[config.mk]
export PLATFORM = sky130hd
export DESIGN_NAME = udp_tx_arbiter
export DESIGN_NICKNAME = d
export VERILOG_FILES = /design/src/rtl/udp_arb_pkg.sv /design/src/rtl/udp_tx_arbiter_rr_pick.sv /design/src/rtl/udp_tx_arbiter.sv
export SDC_FILE = /design/constraint.sdc
export NUM_CORES = 1
export LEC_CHECK = 0
export ABC_CLOCK_PERIOD_IN_PS = 3800
export CAP_MARGIN = 20
export CORE_ASPECT_RATIO = 0.7
export CORE_MARGIN = 2
export CORE_UTILIZATION = 40
export DETAILED_ROUTE_END_ITERATION = 7
export PLACE_DENSITY = 0.69
export SYNTH_ARGS = -nofsm -noshare
export SYNTH_HDL_FRONTEND = slang
export SYNTH_HIERARCHICAL = 1
export SYNTH_SLANG_ARGS = --single-unit
[constraint.sdc]
create_clock -name Clk -period 3.8 [get_ports Clk]
set_input_delay 0.76 -clock Clk [delete_from_list [all_inputs] [get_ports Clk]]
set_output_delay 0.76 -clock Clk [all_outputs]
set_load 0.01 [all_outputs]
[src/rtl/udp_arb_pkg.sv]
// ---------------------------------------------------------------------------
// udp_arb_pkg
// Shared types and constants for the UDP0 transmit arbiter.
//   arb_state_t     : arbiter FSM state (IDLE / PASS / DRAIN)
//   UDP_MAX_PAYLOAD : largest UDP payload that fits one Ethernet frame
//   DROP_CNT_W      : width of the dropped-packet counter
//   sat_inc         : saturating increment for the drop counter
// ---------------------------------------------------------------------------
`timescale 1ns/1ps
package udp_arb_pkg;

  typedef enum logic [1:0] {
    IDLE  = 2'd0,
    PASS  = 2'd1,
    DRAIN = 2'd2
  } arb_state_t;

  localparam int UDP_MAX_PAYLOAD = 1472;
  localparam int DROP_CNT_W      = 16;

  function automatic logic [DROP_CNT_W-1:0] sat_inc(input logic [DROP_CNT_W-1:0] v);
    return (v == {DROP_CNT_W{1'b1}}) ? v : v + 1'b1;
  endfunction

endpackage

[src/rtl/udp_tx_arbiter_rr_pick.sv]
// ---------------------------------------------------------------------------
// rr_pick
// Combinational round-robin picker: returns the first asserted request at or
// after the pointer, wrapping around.
//   req  in  N         request vector
//   ptr  in  IW        highest-priority index for this scan
//   gnt  out N         one-hot winner (0 when no request)
//   idx  out IW        binary index of the winner
//   any  out 1         at least one request present
// ---------------------------------------------------------------------------
`timescale 1ns/1ps
module rr_pick #(
  parameter  int N  = 4,
  localparam int IW = (N > 1) ? $clog2(N) : 1
) (
  input  logic [N-1:0]  req,
  input  logic [IW-1:0] ptr,
  output logic [N-1:0]  gnt,
  output logic [IW-1:0] idx,
  output logic          any
);

  always_comb begin
    logic [IW-1:0] cand;
    gnt  = '0;
    idx  = '0;
    any  = 1'b0;
    cand = '0;
    for (int k = 0; k < N; k++) begin
      cand = IW'((int'(ptr) + k) % N);
      if (!any && req[cand]) begin
        any       = 1'b1;
        gnt[cand] = 1'b1;
        idx       = cand;
      end
    end
  end

endmodule

[src/rtl/udp_tx_arbiter.sv]
// ---------------------------------------------------------------------------
// udp_tx_arbiter
// Packet-granular round-robin arbiter sharing the UDP0 transmit stream of the
// MII/UDP core between NUM_SRC requesters. Whole packets are granted, beats
// pass through combinationally, payloads longer than MAX_BEATS are cut and the
// remainder discarded, and a client disconnect mid-packet drains the source.
//   Clk, Reset        clock / asynchronous active-high reset
//   SrcTxData/Valid/Last/Ready  per-source byte streams (source i = byte i)
//   UDP0_Connected    client connected indication from the core
//   UDP0_TxData/Valid/Last/Ready  stream towards the core
//   Grant             one-hot current owner (registered)
//   Busy              arbiter is not idle
//   DropCount         truncated or discarded packets, saturating
// ---------------------------------------------------------------------------
`timescale 1ns/1ps
module udp_tx_arbiter
  import udp_arb_pkg::*;
#(
  parameter int NUM_SRC   = 4,
  parameter int MAX_BEATS = UDP_MAX_PAYLOAD
) (
  input  logic                  Clk,
  input  logic                  Reset,
  input  logic [8*NUM_SRC-1:0]  SrcTxData,
  input  logic [NUM_SRC-1:0]    SrcTxValid,
  input  logic [NUM_SRC-1:0]    SrcTxLast,
  output logic [NUM_SRC-1:0]    SrcTxReady,
  input  logic                  UDP0_Connected,
  output logic [7:0]            UDP0_TxData,
  output logic                  UDP0_TxValid,
  output logic                  UDP0_TxLast,
  input  logic                  UDP0_TxReady,
  output logic [NUM_SRC-1:0]    Grant,
  output logic                  Busy,
  output logic [DROP_CNT_W-1:0] DropCount
);

  localparam int IW = $clog2(NUM_SRC);
  localparam int CW = $clog2(MAX_BEATS + 1);
  localparam logic [CW-1:0] LAST_BEAT = CW'(MAX_BEATS - 1);

  arb_state_t            state_reg, state_next;
  logic [NUM_SRC-1:0]    grant_reg, grant_next;
  logic [IW-1:0]         gidx_reg, gidx_next;
  logic [IW-1:0]         rr_ptr_reg, rr_ptr_next;
  logic [CW-1:0]         beat_cnt_reg, beat_cnt_next;
  logic [DROP_CNT_W-1:0] drop_cnt_reg, drop_cnt_next;

  logic [NUM_SRC-1:0] pick_gnt;
  logic [IW-1:0]      pick_idx;
  logic               pick_any;

  logic [7:0]    sel_data;
  logic          sel_valid;
  logic          sel_last;
  logic          at_limit;
  logic          handshake;
  logic [IW-1:0] ptr_after;

  rr_pick #(.N(NUM_SRC)) u_pick (
    .req (SrcTxValid),
    .ptr (rr_ptr_reg),
    .gnt (pick_gnt),
    .idx (pick_idx),
    .any (pick_any)
  );

  // Granted source's stream, selected by the registered index
  assign sel_data  = SrcTxData[{gidx_reg, 3'b000} +: 8];
  assign sel_valid = SrcTxValid[gidx_reg];
  assign sel_last  = SrcTxLast[gidx_reg];

  assign at_limit  = (beat_cnt_reg == LAST_BEAT);
  assign handshake = (state_reg == PASS) && sel_valid && UDP0_TxReady;
  assign ptr_after = (gidx_reg == IW'(NUM_SRC - 1)) ? '0 : gidx_reg + IW'(1);

  // State register
  always_ff @(posedge Clk or posedge Reset) begin
    if (Reset) state_reg <= IDLE;
    else       state_reg <= state_next;
  end

  // Arbitration / counter registers
  always_ff @(posedge Clk or posedge Reset) begin
    if (Reset) begin
      grant_reg    <= '0;
      gidx_reg     <= '0;
      rr_ptr_reg   <= '0;
      beat_cnt_reg <= '0;
      drop_cnt_reg <= '0;
    end else begin
      grant_reg    <= grant_next;
      gidx_reg     <= gidx_next;
      rr_ptr_reg   <= rr_ptr_next;
      beat_cnt_reg <= beat_cnt_next;
      drop_cnt_reg <= drop_cnt_next;
    end
  end

  // Next-state logic
  always_comb begin
    state_next    = state_reg;
    grant_next    = grant_reg;
    gidx_next     = gidx_reg;
    rr_ptr_next   = rr_ptr_reg;
    beat_cnt_next = beat_cnt_reg;
    drop_cnt_next = drop_cnt_reg;
    case (state_reg)
      IDLE: begin
        if (UDP0_Connected && pick_any) begin
          state_next    = PASS;
          grant_next    = pick_gnt;
          gidx_next     = pick_idx;
          beat_cnt_next = '0;
        end
      end
      PASS: begin
        if (handshake) begin
          beat_cnt_next = beat_cnt_reg + CW'(1);
          // Source's own last wins over a coinciding length cut
          if (sel_last) begin
            state_next  = IDLE;
            grant_next  = '0;
            rr_ptr_next = ptr_after;
          end else if (at_limit) begin
            state_next    = DRAIN;
            drop_cnt_next = sat_inc(drop_cnt_reg);
          end
        end else if (!UDP0_Connected) begin
          // Downstream packet is left open; the core flushes it on disconnect
          state_next    = DRAIN;
          drop_cnt_next = sat_inc(drop_cnt_reg);
        end
      end
      DRAIN: begin
        if (sel_valid && sel_last) begin
          state_next  = IDLE;
          grant_next  = '0;
          rr_ptr_next = ptr_after;
        end
      end
      default: state_next = IDLE;
    endcase
  end

  // Outputs
  always_comb begin
    SrcTxReady   = '0;
    UDP0_TxData  = '0;
    UDP0_TxValid = 1'b0;
    UDP0_TxLast  = 1'b0;
    case (state_reg)
      PASS: begin
        UDP0_TxData  = sel_data;
        UDP0_TxValid = sel_valid;
        UDP0_TxLast  = sel_last | at_limit;
        SrcTxReady   = grant_reg & {NUM_SRC{UDP0_TxReady}};
      end
      DRAIN: begin
        SrcTxReady = grant_reg;
      end
      default: ;
    endcase
  end

  assign Grant     = grant_reg;
  assign Busy      = (state_reg != IDLE);
  assign DropCount = drop_cnt_reg;

endmodule

==> run metrics <==
number of synthesized flops with an enable pin=0; synth top area cells=dfrtp_1 (33%), mux4_2 (8.8%), ha_1 (5.8%); Worst EP required=~3.0 ns; GPL Wtd Cong=0.855; Hold Startpoint=beat_cnt_reg[5]; Routed WL per cell=~16 µm; Reg2Reg Setup Slack=just under 0.7 ns; top_reg_cell synth=dfrtp_1; antenna violations before repair=0; final worst-path cycle share=between 80% and 90%; layout cells sized above 1=a little under an eighth; CP most frequent cell=clkdlybuf4s50_1; Hold Path End=beat_cnt_reg[5]; Worst Path Arrival=~2.6 ns; post-CTS setup buffer count=0; worst path cell trace=clkdlybuf4s50_1 -> mux4_1 -> and2_1 -> clkdlybuf4s50_1; Critical Setup Path Class=primary input to output pin; CP max stage delay=~0.63 ns; Post-Syn Area=around 0.0028 mm²; total negative slack=0 ns; Initial Util=41.6%; Remaining DRCs=0; fraction of registers with async set/reset=100%; most common cell in the synthesized netlist=dfrtp_1; clock skew=0.00659 ns; num rows=25; final hold viol count=0; Worst setup EP type=output pin; peak fanout along the critical path=8; Die Area=about 0.0078 mm²; R2R cell count=9; synth cell count leaders=dfrtp_1 (37), and2_1 (16), o21ai_0 (15); Largest register FFs=16; WL final=around 7300 µm; Pre-Repair DR Iteration Count=4; Design Power=0.00224 W; first-pass GRT wire length=about 12000 µm; Syn Nets=330; Seq cells post-synth=37; worst slew pin tran=around 0.7 ns; Synth top area share=32.8%; Fillers=603; Max transition margin=51.8%; vias in the first global route=about 2400; clk_lat worst skew=0.29 ns; CTS tree=yes; Core Util, Final=55.7%; routed vias=2515; DP HPWL=between 5000 and 6000 µm; Finished Layout Cells=approximately 450; io pins=between 70 and 80; Clock Tree Root=clkbuf_8; largest net degree at the start of global routing=38; Post-CTS Resized=0; Worst Setup Start Kind=primary input; Post-Syn Area per Cell=roughly 10 µm²; pwr/cell area=591 mW/mm²; clock buffer depth=2; post-synth top area cell=dfrtp_1; Worst path slowest cell=mux4_1; RSZ-0062 raised after global routing=false; Die Y=between 70 and 80 µm; register area share after synthesis=32.8%; HP Class=flop to flop; CTS clk-pin slew, worst paths=roughly 0.070 ns; Tmin final=about 3.3 ns; Area Growth Syn to Fin=34.0%; FF-to-FF Start=rr_ptr_reg[1]; GRT overflow=0; CTS H-tree depth=2; Ant. Diodes=0; Synth cell types=between 40 and 50; cts bufs inserted=5; Layout Nets=between 400 and 500; post-placement cell count=between 400 and 500; Pleak=about 1.5 nW; hold path depth=1; All-Layer GR Usage=around a fifth; YS warnings=6; maximum VDD drop=0.329 mV; status=completed; Final Max Slew Viols=0; worst r2r dst=beat_cnt_reg[4]; clock sink count=37; CTS hold repair buffers=0; Setup violations, final=0; cells after synthesis=about 270; Die Wd=104 µm; IO Port Bufs=78; Routed Antenna Nets=0; fmax=approximately 0.30 GHz; maxcap violations=0; Core Region=~0.0068 mm²; initial DRC count=~150; vias per cell=about 5.6
-- cell families (layout without fill, tap and decap cells) --
logic type | count (synthesis) | after routing | share of synthesized area [%]
simple gates | 107 | 107 | 22.5
compound gates | 48 | 48 | 11.5
flops | 37 | 37 | 32.8
mux | 32 | 32 | 19.2
buf+inv | 22 | 102 | 3.90
xor+xnor | 14 | 14 | 4.34
fa+ha+maj | 13 | 13 | 5.76
-- where the power goes --
| part | leakage [nW] | internal, W | switching, W | total [W] |
|---|---|---|---|---|
| clock network | 0.0443 | 0.000144 | 0.000135 | 0.000279 |
| logic | 1.01 | 0.000703 | 0.000645 | 0.00135 |
| registers | 0.497 | 0.000473 | 0.000136 | 0.000609 |
| total | 1.55 | 0.00132 | 0.000916 | 0.00224 |
-- cell usage in the layout, fill, tap and decap left out, types with 3 or more instances in the layout --
cell type and count:
a21oi_1 4, buf_4 6, mux4_1 3, o21ai_0 15
xor2_1 4, xnor2_1 10, nor2b_1 8, a21o_1 5
o31ai_1 3, mux2_2 8, a22o_1 5, inv_1 11
clkdlybuf4s50_1 78, nor4_1 8, nor3_1 5, a22oi_1 8
nand2_1 13, nand4_1 13, and3_1 4, mux4_2 11
nand3_1 14, and2_1 16, dfrtp_1 37, clkbuf_8 6
mux2_4 5, mux2i_1 5, ha_1 13, nor2_1 6
nand2b_1 6
-- final cells by class --
cell class	count	area, µm²	area share (%)
clock buffers	7	86.3	2.28
inverters	11	41.3	1.09
multi-input cells	214	1790	47.2
flip-flops and latches	37	926	24.5
well taps	94	118	3.11
repair buffers	84	826	21.8
-- through the flow --
stage	hold slack (ns)	setup slack (ns)	instance area, µm²
after detailed placement	0.490	0.274	3700
final	0.504	0.468	3780
after floorplan	0.460	1.09	2820
after global placement	0.494	0.450	3700
after global routing	0.536	0.401	3780
after CTS	0.508	0.476	3780
-- per-layer routing --
layer / track usage (%) / share of wire (%)
met2: 32.2 / 49
met5: 0 / 0
met3: 3.24 / 4.3
met4: 5.56 / 1.4
met1: 27.1 / 46
-- how the worst max path moves through the flow --
stage,slack (ns),endpoint,from
2_1_floorplan,1.09,beat_cnt_reg[5],rr_ptr_reg[0]
3_3_place_gp,0.45,beat_cnt_reg[4],SrcTxValid[3]
3_5_place_dp,0.27,beat_cnt_reg[4],SrcTxValid[2]
4_1_cts,0.48,UDP0_TxValid,SrcTxValid[2]
5_1_grt,0.40,UDP0_TxValid,SrcTxValid[2]
6_report,0.47,UDP0_TxValid,SrcTxValid[2]
-- critical path, delay by kind of cell --
kind	cells	cell delay [ns]
buf+inv	2	0.98
mux	1	0.63
simple gates	1	0.20
(Power assumes the default switching activity.)
